`config.mk`:
```
export PLATFORM = sky130hd
export DESIGN_NAME = frag_tex_scheduler
export DESIGN_NICKNAME = d
export VERILOG_FILES = /design/src/rtl/frag_sched_pkg.sv /design/src/rtl/frag_color_fifo.sv /design/src/rtl/frag_tex_scheduler.sv
export SDC_FILE = /design/constraint.sdc
export NUM_CORES = 1
export LEC_CHECK = 0
export ABC_AREA = 0
export CORE_ASPECT_RATIO = 0.7
export CORE_UTILIZATION = 53
export DETAILED_ROUTE_END_ITERATION = 16
export PLACE_DENSITY = 0.91
export SLEW_MARGIN = 10
export SYNTH_ARGS = -nofsm -noshare
export SYNTH_HDL_FRONTEND = slang
export SYNTH_HIERARCHICAL = 1
export SYNTH_SLANG_ARGS = --single-unit
```
`constraint.sdc`:
```
create_clock -name clk -period 7.11 [get_ports clk]
set_clock_uncertainty 0.1 [all_clocks]
set_input_delay 1.422 -clock clk [delete_from_list [all_inputs] [get_ports clk]]
set_output_delay 1.422 -clock clk [all_outputs]
set_load 0.05 [all_outputs]
```
`src/rtl/frag_sched_pkg.sv`:
```
// Shared types for the fragment/texture scheduler: FSM states and the default
// colour-vector layout.
package frag_sched_pkg;

    localparam int unsigned FRAG_DATA_WIDTH = 32;
    localparam int unsigned FRAG_VEC_SIZE   = 4;

    typedef enum logic [0:0] {
        SCHED_RUN   = 1'b0,
        SCHED_DRAIN = 1'b1
    } sched_state_e;

    typedef logic [FRAG_VEC_SIZE-1:0][FRAG_DATA_WIDTH-1:0] color_vec_t;

endpackage

```
`src/rtl/frag_color_fifo.sv`:
```
// In-order colour FIFO with a registered first-word-fall-through head.
module frag_color_fifo #(
    parameter int unsigned DEPTH = 4,
    parameter int unsigned WIDTH = 128
) (
    input  logic                       clk,
    input  logic                       rst_n,
    input  logic                       push,
    input  logic [WIDTH-1:0]           wdata,
    input  logic                       pop,
    output logic                       full,
    output logic                       empty,
    output logic [$clog2(DEPTH+1)-1:0] count,
    output logic [WIDTH-1:0]           rdata
);

    localparam int unsigned PTR_W = (DEPTH > 1) ? $clog2(DEPTH) : 1;
    localparam int unsigned CNT_W = $clog2(DEPTH + 1);

    logic [WIDTH-1:0] mem [DEPTH];
    logic [PTR_W-1:0] wr_ptr_q;
    logic [PTR_W-1:0] rd_ptr_q;
    logic [PTR_W-1:0] rd_next;
    logic [CNT_W-1:0] count_q;
    logic [WIDTH-1:0] head_q;
    logic [WIDTH-1:0] head_d;
    logic             do_push;
    logic             do_pop;

    assign full    = (count_q == CNT_W'(DEPTH));
    assign empty   = (count_q == '0);
    assign count   = count_q;
    assign rdata   = head_q;
    assign do_push = push && !full;
    assign do_pop  = pop && !empty;
    assign rd_next = rd_ptr_q + PTR_W'(1);

    // Head register always holds the entry that will be oldest after this edge.
    always_comb begin
        head_d = head_q;
        if (do_pop) begin
            if (count_q > CNT_W'(1)) begin
                head_d = mem[rd_next];
            end else if (do_push) begin
                head_d = wdata;
            end
        end else if (empty && do_push) begin
            head_d = wdata;
        end
    end

    always_ff @(posedge clk) begin
        if (do_push) begin
            mem[wr_ptr_q] <= wdata;
        end
    end

    always_ff @(posedge clk) begin
        if (!rst_n) begin
            wr_ptr_q <= '0;
            rd_ptr_q <= '0;
            count_q  <= '0;
            head_q   <= '0;
        end else begin
            if (do_push) begin
                wr_ptr_q <= wr_ptr_q + PTR_W'(1);
            end
            if (do_pop) begin
                rd_ptr_q <= rd_next;
            end
            count_q <= count_q + CNT_W'(do_push) - CNT_W'(do_pop);
            head_q  <= head_d;
        end
    end

endmodule

```
`src/rtl/frag_tex_scheduler.sv`:
```
// Issues one texture fetch per fragment, parks colours in order and pairs each
// returned texel with its colour for the fragment shader.
module frag_tex_scheduler
    import frag_sched_pkg::*;
#(
    parameter int unsigned DATA_WIDTH      = 32,
    parameter int unsigned VEC_SIZE        = 4,
    parameter int unsigned MAX_OUTSTANDING = 4,
    parameter int unsigned TIMEOUT_CYCLES  = 255
) (
    input  logic                                 clk,
    input  logic                                 rst_n,
    input  logic                                 i_frag_valid,
    output logic                                 o_frag_ready,
    input  logic [VEC_SIZE*DATA_WIDTH-1:0]       i_frag_color,
    input  logic [2*DATA_WIDTH-1:0]              i_frag_tex_coord,
    output logic                                 o_tex_req_valid,
    input  logic                                 i_tex_req_ready,
    output logic [2*DATA_WIDTH-1:0]              o_tex_req_coord,
    input  logic                                 i_tex_resp_valid,
    input  logic [VEC_SIZE*DATA_WIDTH-1:0]       i_tex_resp_texel,
    output logic                                 o_shade_valid,
    output logic [VEC_SIZE*DATA_WIDTH-1:0]       o_shade_color,
    output logic [VEC_SIZE*DATA_WIDTH-1:0]       o_shade_texel,
    input  logic                                 i_flush,
    output logic                                 o_flush_done,
    output logic [$clog2(MAX_OUTSTANDING+1)-1:0] o_outstanding,
    output logic                                 o_err_timeout,
    output logic                                 o_err_spurious
);

    localparam int unsigned COLOR_W = VEC_SIZE * DATA_WIDTH;
    localparam int unsigned COORD_W = 2 * DATA_WIDTH;
    localparam int unsigned CNT_W   = $clog2(MAX_OUTSTANDING + 1);
    localparam int unsigned TMR_W   = $clog2(TIMEOUT_CYCLES + 1);

    sched_state_e       state_q;
    sched_state_e       state_d;
    logic               drain_done;

    logic               req_valid_q;
    logic [COORD_W-1:0] req_coord_q;

    logic               accept;
    logic               pop;
    logic               spurious;
    logic               fifo_full;
    logic               fifo_empty;
    logic [CNT_W-1:0]   fifo_count;
    logic [COLOR_W-1:0] fifo_rdata;

    logic [TMR_W-1:0]   timer_q;
    logic [TMR_W-1:0]   timer_d;
    logic               timeout_hit;
    logic               err_timeout_q;
    logic               err_spurious_q;

    logic               shade_valid_q;
    logic [COLOR_W-1:0] shade_color_q;
    logic [COLOR_W-1:0] shade_texel_q;

    // Outstanding count equals FIFO occupancy, so "full" is the outstanding limit.
    assign o_frag_ready = rst_n && (state_q == SCHED_RUN) && !fifo_full
                          && (!req_valid_q || i_tex_req_ready);
    assign accept       = i_frag_valid && o_frag_ready;
    assign pop          = i_tex_resp_valid && !fifo_empty;
    assign spurious     = i_tex_resp_valid && fifo_empty;

    frag_color_fifo #(
        .DEPTH (MAX_OUTSTANDING),
        .WIDTH (COLOR_W)
    ) u_color_fifo (
        .clk   (clk),
        .rst_n (rst_n),
        .push  (accept),
        .wdata (i_frag_color),
        .pop   (pop),
        .full  (fifo_full),
        .empty (fifo_empty),
        .count (fifo_count),
        .rdata (fifo_rdata)
    );

    always_ff @(posedge clk) begin
        if (!rst_n) begin
            state_q <= SCHED_RUN;
        end else begin
            state_q <= state_d;
        end
    end

    // Drain completes once nothing is queued for or waiting on the texture unit.
    always_comb begin
        state_d    = state_q;
        drain_done = 1'b0;
        case (state_q)
            SCHED_RUN: begin
                if (i_flush) begin
                    state_d = SCHED_DRAIN;
                end
            end
            SCHED_DRAIN: begin
                if ((fifo_count == '0) && !req_valid_q) begin
                    state_d    = SCHED_RUN;
                    drain_done = 1'b1;
                end
            end
            default: state_d = SCHED_RUN;
        endcase
    end

    // Stall timer: counts idle cycles while fetches are in flight.
    always_comb begin
        timer_d = timer_q;
        if (i_tex_resp_valid || (fifo_count == '0)) begin
            timer_d = '0;
        end else if (timer_q < TMR_W'(TIMEOUT_CYCLES)) begin
            timer_d = timer_q + TMR_W'(1);
        end
        timeout_hit = (timer_d == TMR_W'(TIMEOUT_CYCLES));
    end

    always_ff @(posedge clk) begin
        if (!rst_n) begin
            req_valid_q    <= 1'b0;
            req_coord_q    <= '0;
            timer_q        <= '0;
            err_timeout_q  <= 1'b0;
            err_spurious_q <= 1'b0;
            shade_valid_q  <= 1'b0;
            shade_color_q  <= '0;
            shade_texel_q  <= '0;
        end else begin
            if (accept) begin
                req_valid_q <= 1'b1;
                req_coord_q <= i_frag_tex_coord;
            end else if (i_tex_req_ready) begin
                req_valid_q <= 1'b0;
            end
            timer_q <= timer_d;
            if (timeout_hit) begin
                err_timeout_q <= 1'b1;
            end
            if (spurious) begin
                err_spurious_q <= 1'b1;
            end
            shade_valid_q <= pop;
            if (pop) begin
                shade_color_q <= fifo_rdata;
                shade_texel_q <= i_tex_resp_texel;
            end
        end
    end

    assign o_tex_req_valid = req_valid_q;
    assign o_tex_req_coord = req_coord_q;
    assign o_shade_valid   = shade_valid_q;
    assign o_shade_color   = shade_color_q;
    assign o_shade_texel   = shade_texel_q;
    assign o_flush_done    = drain_done;
    assign o_outstanding   = fifo_count;
    assign o_err_timeout   = err_timeout_q;
    assign o_err_spurious  = err_spurious_q;

endmodule

```
==> impl_metrics.tcl, run 1 <==
set metrics [dict create \
    worst_path_largest_cell_delay_ns 0.71 \
    hp-class "flop to flop" \
    nFillCells 4611 \
    rows 82 \
    cts_tree "yes" \
    critPathTopFamily "buffers and inverters" \
    crit_slowest_cell "clkdlybuf4s50_1" \
    cts_resized 0 \
    yosysTopAreaCell "edfxtp_1" \
    multi_input_area_um2 12900 \
    mostFrequentLayoutCell "clkdlybuf4s50_1" \
    ys_ff_latch 980 \
    ir_drop_mv 0.396 \
    netlist_area_um2 39000 \
    die_height_um 229 \
    rsz0062_at_grt "no" \
    post_drt_via_cell_ratio 6.26 \
    start_kind "flop" \
    drc_errors 0 \
    period_needed_ns 5.00 \
    grt-ovfl-total 0 \
    synth_cell_types 55 \
    yosysWarningCount 6 \
    drive_gt1_frac 0.141 \
    synth_edf_count 512 \
    cts_buffer_depth 3 \
    p_per_area_nw_per_um2 329 \
    cts_root_buffer "clkbuf_16" \
    vias 28300 \
    clock-sinks 980 \
    power_mw 16.1 \
    setup_tns_ns 0 \
    critPathArrivalTime_ns 3.48 \
    die-area_um2 74600 \
    final_cells 4524 \
    setup_viol 0 \
    leakage_nw 15.1 \
    io_pins 655 \
    antenna_found_initial 27 \
    final_cell_mix "653 x clkdlybuf4s50_1, 647 x nand2_1, 512 x edfxtp_1" \
    worstSkewPairLatency_ns 0.66 \
    dpl.hpwl_um 72500 \
    regArea_um2 24800 \
    die_width_um 326 \
    hold_violations 0 \
    nets 3800 \
    synthFlopType "edfxtp_1" \
    async_flop_share 0 \
    synth.area.top_cells "edfxtp_1 39%, dfxtp_1 24%, mux4_2 7.4%" \
    routed_wl_um 118000 \
    wl_per_cell_um 26.1 \
    outcome "finished, final reports clean" \
    areaGrowthSynthToFinish_pct 25.4 \
    gp_congestion 0.918 \
    crit_chain "or3b_4 -> inv_6 -> nor2_1 -> and3_1 -> clkdlybuf4s50_1" \
    worstPathMaxFanout 79 \
    ys_seq_area_frac 0.635 \
    track_usage 0.310 \
    htree_levels 3 \
    numCtsBuffers 88 \
    fmaxAchievable_mhz 200 \
    tightest_slew_ns 1.16 \
    synthCells 2966 \
    relSlewSlack 0.223 \
    core_um2 72100 \
    cts_hold_buf 0 \
    synth_nets 3302 \
    ant_nets 0 \
    cp_num_buf_inv 2 \
    finalCritPeriodShare 0.703 \
    clk_pin_slew_worst_paths_ns 0.06 \
    first_pass_iters 6 \
    cts_setup_buffers 0 \
    netlist.area_leader.share 0.394 \
    drv_slew 0 \
    max_cap_violations 0 \
    synth_area_per_cell_um2 13.1 \
    critical_path_class "flop to output port" \
    grt_pass1_wl_um 176000 \
    grt_max_degree 184 \
    fin_util 0.678 \
    critPathRequiredTime_ns 5.59 \
    grt_pass1_vias 27300 \
    crit_path_end_kind "output port" \
    io_buffers 654 \
    floorplan.initialDensity 0.540 \
    drt_iter0_drc 3412 \
    dp_cells 4340 \
]
flip-flops by register name (all words and copies together) (netlist names):
name,flops
u_color_fifo/count,3
u_color_fifo/mem,512
u_color_fifo/wr_ptr_q,2
o_err_timeout,1
o_shade_valid,1
timer_q,8
state_q,1
o_err_spurious,1
o_tex_req_coord,64
u_color_fifo/rdata,128
o_shade_texel,128
u_color_fifo/rd_ptr_q,2
o_shade_color,128
o_tex_req_valid,1
tightest hold or removal path: stages (launching register included):
cell and delay [ns]:
dfxtp_1 0.31, nand2_1 0.05, a21boi_1 0.05
Yosys cell counts, drive strengths merged (8+ instances only):
cell type    n
mux4       128
nor3       131
buf        122
ha           9
a311oi     128
nor2        11
nand2      647
a21boi     322
and3         8
o31ai      130
inv         12
dfxtp      468
clkbuf     157
edfxtp     512
nand4      131
cells by family (layout without fill, tap and decap cells):
| group | count (synthesis) | after routing | synth area share |
|---|---|---|---|
| xor+xnor | 5 | 5 | 0.00112 |
| simple gates | 948 | 948 | 0.106 |
| buf+inv | 291 | 865 | 0.0350 |
| compound gates | 602 | 602 | 0.145 |
| other cells | 0 | 18 | 0 |
| mux | 130 | 130 | 0.0745 |
| fa+ha+maj | 10 | 10 | 0.00340 |
| flops | 980 | 980 | 0.635 |
through the flow:
step,cell area (µm²),hold slack (ns),setup slack (ns)
after floorplan,39000,0.331,0.691
after global placement,45900,0.339,2.02
after detailed placement,45900,0.344,2.03
after CTS,48800,0.353,2.13
after global routing,48900,0.367,2.03
final,48900,0.354,2.11
final cells by class:
| cell class | count | share of cell area |
|---|---|---|
| diodes | 18 | 0.000921 |
| inverters | 12 | 0.00148 |
| well taps | 966 | 0.0247 |
| repair buffers | 687 | 0.141 |
| multi-input cells | 1695 | 0.265 |
| clock buffers | 125 | 0.0519 |
| flip-flops and latches | 980 | 0.506 |
| clock inverters | 41 | 0.00870 |
power by group:
part | internal (mW) | total [mW] | switching, mW
Sequential | 6.42 | 6.73 | 0.305
Clock | 2.73 | 4.87 | 2.14
Combinational | 1.17 | 4.49 | 3.32
Total | 10.3 | 16.1 | 5.76
layer usage:
| layer | wire length [µm] | up-vias | GRT usage |
|---|---|---|---|
| met5 | 107 | - | 0 |
| met4 | 4690 | 18 | 0.121 |
| met3 | 13000 | 342 | 0.0836 |
| met2 | 55100 | 1839 | 0.483 |
| met1 | 45500 | 14000 | 0.414 |
| li1 | - | 12100 | - |
path summary, 6_finish.rpt:
| path | cells past startpoint | to | start | slack (ns) |
|---|---|---|---|---|
| max | 5 | o_frag_ready | u_color_fifo/count[2] | 2.11 |
| min | 2 | o_shade_color[99] | o_shade_color[99] | 0.35 |
| max reg2reg | 9 | u_color_fifo/rdata[31] | u_color_fifo/count[2] | 2.62 |
| min reg2reg | 2 | o_shade_color[99] | o_shade_color[99] | 0.35 |
No activity file was read; power rests on OpenSTA's default activity.
==> inputs of run 2 (changes only) <==
- clock period: 7.11 -> 5.1 ns (I/O delays scaled with it)
==> impl_metrics.tcl, run 2 (synthesis gave the netlist of run 1 again) <==
set metrics [dict create \
    p_per_area_nw_per_um2 462 \
    final_cell_mix "653 x clkdlybuf4s50_1, 647 x nand2_1, 512 x edfxtp_1" \
    final_area_um2 49200 \
    routed_wl_um 120000 \
    max_cap_violations 0 \
    period_needed_ns 4.30 \
    hold_violations 0 \
    cts_buffer_depth 3 \
    die_height_um 229 \
    max_flop_register "u_color_fifo/mem" \
    gp_congestion 0.920 \
    mostFrequentLayoutCell "clkdlybuf4s50_1" \
    drt_iter0_drc 3350 \
    placed_area_um2 46100 \
    clock-sinks 980 \
    ir_drop_mv 0.664 \
    setup_viol 0 \
    outcome "finished, final reports clean" \
    worstPathMaxFanout 43 \
    grt_pass1_vias 27500 \
    cts_hold_buf 0 \
    relSlewSlack 0.226 \
    numCtsBuffers 89 \
    rsz0062_at_grt "no" \
    vias 28300 \
    nets 3807 \
    hp-class "flop to flop" \
    cts_tree "yes" \
    htree_levels 3 \
    grt-ovfl-total 0 \
    io_pins 655 \
    worstSkewPairLatency_ns 0.64 \
    tightest_slew_ns 1.16 \
    floorplan.initialDensity 0.540 \
    critPathRequiredTime_ns 3.98 \
    wl_per_cell_um 26.5 \
    cts_root_buffer "clkbuf_16" \
    start_kind "flop" \
    grt_max_degree 189 \
    rows 82 \
    cts_resized 0 \
    drc_errors 0 \
    drv_slew 0 \
    finalCritPeriodShare 0.842 \
    critical_path_class "flop to output port" \
    track_usage 0.314 \
    drive_gt1_frac 0.142 \
    die-area_um2 74600 \
    clk_pin_slew_worst_paths_ns 0.07 \
    fmaxAchievable_mhz 233 \
    grt_pass1_wl_um 178000 \
    ant_nets 0 \
    die_width_um 326 \
    io_buffers 654 \
    setup_tns_ns 0 \
    critPathArrivalTime_ns 3.18 \
    antenna_found_initial 30 \
    largest_reg_flops 512 \
    leakage_nw 15.2 \
    first_pass_iters 6 \
    cts_setup_buffers 0 \
    crit_path_end_kind "output port" \
    post_drt_via_cell_ratio 6.25 \
    areaGrowthSynthToFinish_pct 26.2 \
    dpl.hpwl_um 74900 \
    core_um2 72100 \
    power_mw 22.7 \
]
[run 2: cell count changes in the layout (fill, tap and decap cells not counted), moves of 2 or more]
| cell | before | now |
|---|---|---|
| buf_4 | 24 | 19 |
| clkbuf_1 | 21 | 18 |
| bufinv_16 | 6 | 12 |
| clkinv_2 | 23 | 14 |
| buf_12 | 9 | 20 |
| clkinv_1 | 2 | 7 |
| clkinv_4 | 1 | 3 |
[run 2: layer usage]
layer	part of all wire	up-vias	wire (µm)	GRT usage
li1	-	12100	-	-
met1	0.38	14000	45600	0.422
met2	0.47	1874	55900	0.486
met3	0.11	335	13300	0.0774
met4	0.044	22	5250	0.135
met5	0.0012	-	142	0
[run 2: area by class of cell]
cell class	instances	area, µm²
Sequential cell	980	24800
Fill cell	4588	22900
Multi-Input combinational cell	1695	12900
Timing Repair Buffer	693	7090
Clock buffer	120	2480
Tap cell	966	1210
Clock inverter	46	597
Inverter	12	72.6
Antenna cell	18	45.0
[run 2: path summary, 6_finish.rpt]
check	startpoint	end	slack, ns	cells past startpoint
min	o_tex_req_coord[25]	o_tex_req_coord[25]	0.35	2
min reg2reg	o_tex_req_coord[25]	o_tex_req_coord[25]	0.35	2
max	u_color_fifo/count[1]	o_frag_ready	0.80	5
max reg2reg	u_color_fifo/count[1]	u_color_fifo/rdata[75]	0.85	9
[run 2: power breakdown]
group / leakage (nW) / internal [mW] / total (mW) / switching [mW]
clock network: 1.51 / 4.06 / 7.06 / 3.00
logic: 5.27 / 1.66 / 6.31 / 4.65
registers: 8.43 / 8.95 / 9.37 / 0.412
[run 2: stage by stage]
stage	worst slack [ns]	utilization	hold slack (ns)	cells
5_1_grt	0.722	0.682	0.367	4524
3_5_place_dp	1.03	0.639	0.344	4346
4_1_cts	0.786	0.681	0.353	4512
6_report	0.803	0.682	0.351	4530
3_3_place_gp	1.13	0.639	0.340	4346
2_1_floorplan	0.261	-	0.331	2966
[run 2: worst max-delay path, cell delays in order, from the launching register on]
cell             delay, ns
dfxtp_1               0.47
or3b_4                0.58
inv_6                 0.40
nor2_1                0.10
and3_1                0.22
clkdlybuf4s50_1       0.70
